File: src/rtl/mcdecoder.sv
// Multicycle main decoder FSM with iterative MUL/DIV/POW wait; optional watchdog under DECODER_LONGOP_TIMEOUT_EN.
// Latency: one state per cycle; LONGWAIT holds until LongDone (or TIMEOUT cycles when the watchdog is built in).
// Backpressure: LongDone is the only stall source; Busy marks the stalled state.
module mcdecoder #(
    parameter int ALUCW   = 3,
    parameter int TIMEOUT = 64
) (
    input  logic             clk,
    input  logic             reset,
    input  logic [1:0]       Op,
    input  logic [5:0]       Funct,
    input  logic [3:0]       Rd,
    input  logic             LongDone,
    output logic             IRWrite,
    output logic             NextPC,
    output logic             AdrSrc,
    output logic             ALUSrcA,
    output logic             RegW,
    output logic             MemW,
    output logic             Branch,
    output logic             PCS,
    output logic             LongStart,
    output logic             Busy,
    output logic             Fault,
    output logic [1:0]       ALUSrcB,
    output logic [1:0]       ResultSrc,
    output logic [1:0]       ImmSrc,
    output logic [1:0]       RegSrc,
    output logic [1:0]       FlagW,
    output logic [ALUCW-1:0] ALUControl
);

    if (ALUCW < 3 || TIMEOUT < 1) begin : g_param_chk
        $error("mcdecoder: ALUCW must be >= 3 and TIMEOUT >= 1");
    end

    typedef enum logic [3:0] {
        FETCH, DECODE, MEMADR, MEMRD, MEMWB, MEMWR,
        EXECR, EXECI, LONGWAIT, ALUWB, BRANCH
    } state_t;

    typedef struct packed {
        logic       irwrite;
        logic       nextpc;
        logic       adrsrc;
        logic       alusrca;
        logic       regw;
        logic       memw;
        logic       branch;
        logic       busy;
        logic [1:0] alusrcb;
        logic [1:0] resultsrc;
    } ctl_t;

    state_t     st, nxt;
    ctl_t       ctl_q;
    logic       islong, addsub, tmo;
    logic [2:0] alu3;

    assign islong = (Op == 2'b00) && (Funct[4:1] inside {4'b0101, 4'b0110, 4'b0111});
    assign addsub = (Funct[4:1] == 4'b0100) || (Funct[4:1] == 4'b0010);

    function automatic ctl_t decode(input state_t s);
        ctl_t c;
        c = '0;
        case (s)
            FETCH:    begin c.irwrite = 1'b1; c.nextpc = 1'b1; c.alusrca = 1'b1;
                            c.alusrcb = 2'b10; c.resultsrc = 2'b10; end
            DECODE:   begin c.alusrca = 1'b1; c.alusrcb = 2'b10; c.resultsrc = 2'b10; end
            MEMADR:   c.alusrcb = 2'b01;
            MEMRD:    c.adrsrc = 1'b1;
            MEMWB:    begin c.resultsrc = 2'b01; c.regw = 1'b1; end
            MEMWR:    begin c.adrsrc = 1'b1; c.memw = 1'b1; end
            EXECI:    c.alusrcb = 2'b01;
            LONGWAIT: c.busy = 1'b1;
            ALUWB:    c.regw = 1'b1;
            BRANCH:   begin c.alusrcb = 2'b01; c.resultsrc = 2'b10; c.branch = 1'b1; end
            default:  c = '0;
        endcase
        return c;
    endfunction

`ifdef DECODER_LONGOP_TIMEOUT_EN
    localparam int CW = $clog2(TIMEOUT + 1);
    logic [CW-1:0] cnt;
    logic          fault_q;
    assign tmo   = (cnt == CW'(TIMEOUT - 1));
    assign Fault = fault_q & ~reset;
`else
    assign tmo   = 1'b0;
    assign Fault = 1'b0;
`endif

    always_comb begin
        nxt = st;
        case (st)
            FETCH:    nxt = DECODE;
            DECODE: begin
                case (Op)
                    2'b00:   nxt = Funct[5] ? EXECI : EXECR;
                    2'b01:   nxt = MEMADR;
                    2'b10:   nxt = BRANCH;
                    default: nxt = FETCH;
                endcase
            end
            MEMADR:   nxt = Funct[0] ? MEMRD : MEMWR;
            MEMRD:    nxt = MEMWB;
            EXECR,
            EXECI:    nxt = islong ? LONGWAIT : ALUWB;
            // A completing result beats the watchdog on the same cycle.
            LONGWAIT: begin
                if (LongDone)  nxt = ALUWB;
                else if (tmo)  nxt = FETCH;
            end
            default:  nxt = FETCH;
        endcase
    end

    // Control outputs are registered from the next state so they line up with st.
    always_ff @(posedge clk) begin
        if (reset) begin
            st    <= FETCH;
            ctl_q <= decode(FETCH);
`ifdef DECODER_LONGOP_TIMEOUT_EN
            cnt     <= '0;
            fault_q <= 1'b0;
`endif
        end else begin
            st    <= nxt;
            ctl_q <= decode(nxt);
`ifdef DECODER_LONGOP_TIMEOUT_EN
            cnt     <= (st == LONGWAIT && nxt == LONGWAIT) ? cnt + 1'b1 : '0;
            fault_q <= (st == LONGWAIT) && (nxt == FETCH);
`endif
        end
    end

    always_comb begin
        alu3 = 3'd0;
        if (Op == 2'b00) begin
            case (Funct[4:1])
                4'b0010: alu3 = 3'd1;
                4'b0000: alu3 = 3'd2;
                4'b1100: alu3 = 3'd3;
                4'b0101: alu3 = 3'd4;
                4'b0110: alu3 = 3'd5;
                4'b0111: alu3 = 3'd6;
                default: alu3 = 3'd0;
            endcase
        end
    end

    always_comb begin
        ImmSrc = 2'b00;
        RegSrc = 2'b00;
        if (!reset) begin
            case (Op)
                2'b01:   begin ImmSrc = 2'b01; RegSrc = Funct[0] ? 2'b00 : 2'b10; end
                2'b10:   begin ImmSrc = 2'b10; RegSrc = 2'b01; end
                default: begin ImmSrc = 2'b00; RegSrc = 2'b00; end
            endcase
        end
    end

    assign IRWrite    = ctl_q.irwrite & ~reset;
    assign NextPC     = ctl_q.nextpc  & ~reset;
    assign AdrSrc     = ctl_q.adrsrc  & ~reset;
    assign ALUSrcA    = ctl_q.alusrca & ~reset;
    assign RegW       = ctl_q.regw    & ~reset;
    assign MemW       = ctl_q.memw    & ~reset;
    assign Branch     = ctl_q.branch  & ~reset;
    assign Busy       = ctl_q.busy    & ~reset;
    assign ALUSrcB    = reset ? 2'b00 : ctl_q.alusrcb;
    assign ResultSrc  = reset ? 2'b00 : ctl_q.resultsrc;
    assign ALUControl = reset ? '0 : ALUCW'(alu3);
    assign LongStart  = ~reset && (st == EXECR || st == EXECI) && islong;
    assign FlagW      = (!reset && st == ALUWB) ? {Funct[0], Funct[0] & addsub} : 2'b00;
    assign PCS        = ((Rd == 4'hF) & RegW) | Branch;

endmodule
File: config.mk
export PLATFORM = sky130hd
export DESIGN_NAME = mcdecoder
export DESIGN_NICKNAME = d
export VERILOG_FILES = /design/src/rtl/mcdecoder.sv
export SDC_FILE = /design/constraint.sdc
export NUM_CORES = 1
export LEC_CHECK = 0
export CORE_UTILIZATION = 40
export CTS_BUF_LIST = sky130_fd_sc_hd__clkbuf_2
export DETAILED_ROUTE_END_ITERATION = 7
export DONT_BUFFER_PORTS = 1
export GPL_ROUTABILITY_DRIVEN = 0
export GPL_TIMING_DRIVEN = 1
export PLACE_DENSITY = 0.54
export SLEW_MARGIN = 40
export SYNTH_ARGS = -nofsm -noshare
export SYNTH_HDL_FRONTEND = slang
export SYNTH_SLANG_ARGS = --single-unit
File: constraint.sdc
create_clock -name clk -period 2.7 [get_ports clk]
set_input_delay 0.135 -clock clk [delete_from_list [all_inputs] [get_ports clk]]
set_output_delay 0.135 -clock clk [all_outputs]
set_load 0.02 [all_outputs]
### Yosys cells after proc, flatten, opt, wreduce, memory -nomap -nowiden

Cells that the tools add are included.

| word-level totals | value |
|---|---|
| logic and storage cells | 92 |
| register bits | 16 |

| operators by class | value |
|---|---|
| eq/ne operators | 25 |
| bitwise operators | 12 |
| reductions and logical operators | 18 |
| multiplexer cells | 26 |

Operators by type and width:

| cell | count |
|---|---|
| == test 4 x 3 -> 1 bit, second input constant | 9 |
| == test 4 bit, second input constant | 7 |
| case mux 4 bit (6 select lines) | 1 |
| == test 4 x 2 -> 1 bit, second input constant | 5 |
| case mux 3 bit (6 select lines) | 1 |
| case mux 2 bit (2 select lines) | 4 |
| 2-to-1 mux 2 bit | 7 |
| zero test 4 bit | 3 |
| case mux 4 bit (3 select lines) | 1 |
| AND 1 bit | 10 |
| 2-to-1 mux 3 bit | 3 |
| == test 4 x 1 -> 1 bit, second input constant | 2 |
| 2-to-1 mux 1 bit | 8 |
| OR reduction 2 bit | 4 |
| OR reduction 3 bit | 2 |
| logical AND 1 bit | 4 |
| 2-to-1 mux 4 bit | 1 |
| nonzero test 3 bit | 1 |
| == test 2 x 1 -> 1 bit, second input constant | 1 |
| == test 2 bit, second input constant | 1 |
| zero test 2 bit | 1 |
| logical OR 1 bit | 2 |
| zero test 1 bit | 1 |
| inverter 1 bit | 1 |
| OR 1 bit | 1 |

### Depth between registers and ports, before layout

| depth | value |
|---|---|
| depth in word-level cells | 8 |
| depth in mapped cells | 8 |
| depth with buffers taken out | 7 |

### Least setup slack after synthesis

OpenSTA, ideal clock, no wires.

| timing path | value |
|---|---|
| path kind | flip-flop to output port |
| start point | reg st[1] |
| end point | out FlagW[0] |
| path buffers | 1 |
| cell stages (with the launch flop) | 5 |
| data arrival time | 2.071 ns |
| path slack | 0.494 ns |
| cells stage by stage | dfxtp_1 -> buf_2 -> nand2b_1 -> nor4_1 -> nor4b_1 |

| between the ends | value |
|---|---|
| word-level cells in the longest chain between the ends | 3 |

Ends and longest elaborated chain:

| element | line | text |
|---|---|---|
| start, declared | 55 | `state_t st, nxt;` |
| start signal, assigned | 129 | `st <= nxt;` |
| == test 4 bit | 177 | `assign FlagW = (!reset && st == ALUWB) ? {Funct[0], Funct[0] & addsub} : 2'b00;` |
| logical AND 1 bit | 177 |  |
| 2-to-1 mux 2 bit | 177 |  |
| end, declared | 29 | `output logic [1:0] FlagW,` |

No other way between the ends.

### Worst setup path in the final report

Ends and elaborated chain as after synthesis.

==> qor_table.md <==
| Item | This run | Unit |
|---|---|---|
| Vertical die dimension | 49.8 | µm |
| Cell row count | 16 | - |
| Post-Syn Nets | 128 | - |
| Proportion of synthesized flip-flops having asynchronous set or reset | 0 | % |
| Mean instance size in the synthesized netlist | 8.47 | µm² |
| Ratio of final minimum period to clock period | 69.8 | % |
| Number of H-tree branching levels | 1 | - |
| Setup WS post-layout | 0.816 | ns |
| Yosys warns | 0 | - |
| Post-place instance area | 918 | µm² |
| GRT Overall Usage | 15.3 | % |
| Hold Vio Cnt, Final | 0 | - |
| Worst Hold Path EP | ctl_q[6] | - |
| Setup repair after global routing missed its margin | false | - |
| Effective utilization at floorplan | 44.4 | % |
| Clock latency at the later pin of the worst-skew pair | 0.27 | ns |
| Net switching power | 0.153 | mW |
| Final setup skew | 0.00116 | ns |
| Least-Margin Pin Slew | 0.750 | ns |
| Routed length per placed instance | 13.0 | µm |
| Class of the worst hold path | in -> reg | - |
| Wire length of the first global-routing pass | 2.94 | mm |
| Worst R2R Setup Slack | 0.89 | ns |
| Portion of the post-synthesis area used by sequential elements | 30.6 | % |
| Ys flop type | sky130_fd_sc_hd__dfxtp_1 | - |
| Power per standard cell area | 480 | mW/mm² |
| Final Setup Violations | 0 | - |
| Count of nets after finishing | 128 | - |
| Sum of overflow across all layers after global routing | 0 | - |
| Arrival time worst endpoint | 1.75 | ns |
| Post-route antenna net violation count | 0 | - |
| Count of pins on the block boundary | 39 | - |
| Startpoint types | flop | - |
| Maximum number of pins on one net before global-route repair | 18 | - |
| Max frequency | 0.531 | GHz |
| Design internal power | 0.300 | mW |
| Antenna violations before repair | 0 | - |
| Max Root-Sink Buffers | 2 | - |
| Start-to-end type of the worst setup path | reg -> out | - |
| Seq pwr share | 52.2 | % |
| Max-capacitance violation count | 0 | - |
| CTS tree | done | - |
| Fraction of layout instances using a drive strength above 1 | 10.4 | % |
| Min cycle time layout | 1.88 | ns |
| DPL Wire Length | 1.25 | mm |
| Source of the worst register-to-register timing path | st[1] | - |
| Area delta synth->final | 3.15 | % |
| DR vias/cell | 5.35 | - |
| Final TNS setup | 0 | ns |
| First-pass iteration count of the detailed router | 4 | - |
| Count of flip-flops with a built-in enable after synthesis | 0 | - |
| Die extent in x | 49.8 | µm |
| Number of global-route vias before repair | 688 | - |
| Total Die Area | 0.00248 | mm² |
| Violation count after the first detailed-routing iteration | 8 | - |
| Final number of max-transition violations | 0 | - |
| Total number of vias | 712 | - |
| Maximum fanout along the worst path | 9 | - |
| R2R Path End | ctl_q[5] | - |
| Sw Share | 33.8 | % |
| Clock buffers created by TritonCTS | 3 | - |
| Worst IR drop on VDD | 317 | µV |
| Post-layout utilization of the core | 45.8 | % |
| Part of the total power dissipated in the clock network | 20.2 | % |
| Aggregate routed wire length | 1.73 | mm |
| Cell depth of the worst flop-to-flop path | 5 | - |
| Ant. Diodes | 0 | - |
| Final Cell Area | 943 | µm² |
| Hold path start | reset | - |
| Synth unique cells | 40 | - |
| Kind of end point of the critical path | primary output | - |
| Post-Syn Area | 915 | µm² |
| Combinational power share | 27.5 | % |
| Root buffer selected by CTS | sky130_fd_sc_hd__clkbuf_2 | - |
| Leakage Power | 0.368 | nW |
| Worst path required time | 2.57 | ns |
| Buffers on Ports | 0 | - |
| Number of clock sinks seen by CTS | 14 | - |
| Number of post-CTS setup repair buffers | 0 | - |
| Worst slack after detailed placement | 0.938 | ns |
| Drt drc | 0 | - |
| Placed Instances | 129 | - |
| Slew margin rel. | 49.9 | % |
| Fillers | 209 | - |
| Clock transition at path regs | 0.12 | ns |
| Synthesis-stage register bit count | 14 | - |
| Post-layout instance count excluding filler cells | 133 | - |
| Result of the run | complete, no violations | - |
| Core Area | 0.00206 | mm² |
| Post-synthesis cell count | 108 | - |
| Hold path cells | 2 | - |
logic make-up after synthesis:
logic type	share of synthesized area, %
AO/OA/AOI/OAI	14.6
XOR/XNOR	2.87
adder cells (fa/ha/maj)	6.84
buffers and inverters	7.66
flip-flops	30.6
multiplexers	1.09
other	0.410
AND/OR/NAND/NOR	35.8
timing repair:
action / CTS / global route
setup endpoints to repair: 0 / 0
hold endpoints to repair: 9 / 0
hold buffers: 1 / 0
resized for setup: 0 / 0
cell usage after synthesis, drive strengths merged (2+ instances only):
| library cell | n | share of area (%) |
|---|---|---|
| buf | 7 | 5.6 |
| o21ai | 4 | 2.2 |
| nor3 | 3 | 1.6 |
| nand2 | 7 | 2.9 |
| nor2b | 14 | 9.6 |
| xor2 | 2 | 1.9 |
| a21boi | 2 | 1.6 |
| inv | 3 | 1.2 |
| nor4b | 2 | 1.9 |
| nor4 | 3 | 2.7 |
| ha | 5 | 6.8 |
| a21oi | 3 | 1.6 |
| nand2b | 6 | 4.1 |
| nor2 | 9 | 3.7 |
| dfxtp | 14 | 31 |
| clkbuf | 2 | 0.82 |
| nand3b | 3 | 2.5 |
stage by stage:
step           hold slack (ns)  power, mW
4_1_cts                 0.0225      0.458
6_report                0.0447      0.453
3_5_place_dp             0.212      0.362
5_1_grt                 0.0295      0.483
3_3_place_gp             0.209      0.361
2_1_floorplan            0.215      0.358
sequential cells by signal (all words and copies together) (netlist names):
register	count
ctl_q	10
st	4
worst max path at each step:
stage                     start  endpoint  slack (ns)  cells after the start
after detailed placement  st[1]  ctl_q[5]        0.94                      5
after CTS                 st[1]  FlagW[0]        0.81                      5
after global routing      st[1]  FlagW[0]        0.70                      5
after floorplan           st[1]  FlagW[0]        0.49                      4
after global placement    st[1]  ctl_q[7]        0.98                      5
final                     st[1]  FlagW[0]        0.82                      5
power by group through the flow:
stage / combinational (mW) / sequential [mW] / clock (mW)
after floorplan: 0.122 / 0.236 / 0
after global placement: 0.120 / 0.241 / 0
after detailed placement: 0.121 / 0.241 / 0
after CTS: 0.124 / 0.236 / 0.0967
after global routing: 0.139 / 0.239 / 0.105
final: 0.125 / 0.236 / 0.0916
cell usage in the layout (no fill, tap or decap), drive strengths merged, types with 2 or more instances in the layout:
cell | synthesis | routed
nor2b | 14 | 14
dfxtp | 14 | 14
nor2 | 9 | 9
nand2 | 7 | 7
nand2b | 6 | 6
ha | 5 | 5
o21ai | 4 | 4
inv | 3 | 3
a21oi | 3 | 3
nor3 | 3 | 3
nand3b | 3 | 3
clkbuf | 2 | 3
buf | 7 | 3
nor4 | 3 | 3
nor4b | 2 | 2
xor2 | 2 | 2
a21boi | 2 | 2
worst max-delay path, stage by stage (launching register included):
cell	delay (ns)
sky130_fd_sc_hd__dfxtp_1	0.41
sky130_fd_sc_hd__nand2b_1	0.21
sky130_fd_sc_hd__nor4_1	0.23
sky130_fd_sc_hd__buf_4	0.21
sky130_fd_sc_hd__nor4b_1	0.23
sky130_fd_sc_hd__buf_4	0.19
area by class of cell:
cell class	instances	area, µm²	area share (%)
inverter	3	11.3	1.19
sequential	14	280	29.7
multi-input combinational	82	571	60.5
timing repair buffer	4	32.5	3.45
tap	27	33.8	3.58
clock buffer	3	15.0	1.59
routing by layer:
layer	wire length [µm]	vias to the layer above	GRT usage [%]
met5	0	-	0
met2	782	31	24.5
met1	819	316	19.8
met3	126	0	5.56
met4	0	0	2.86
li1	-	365	-
(Power assumes the default switching activity.)
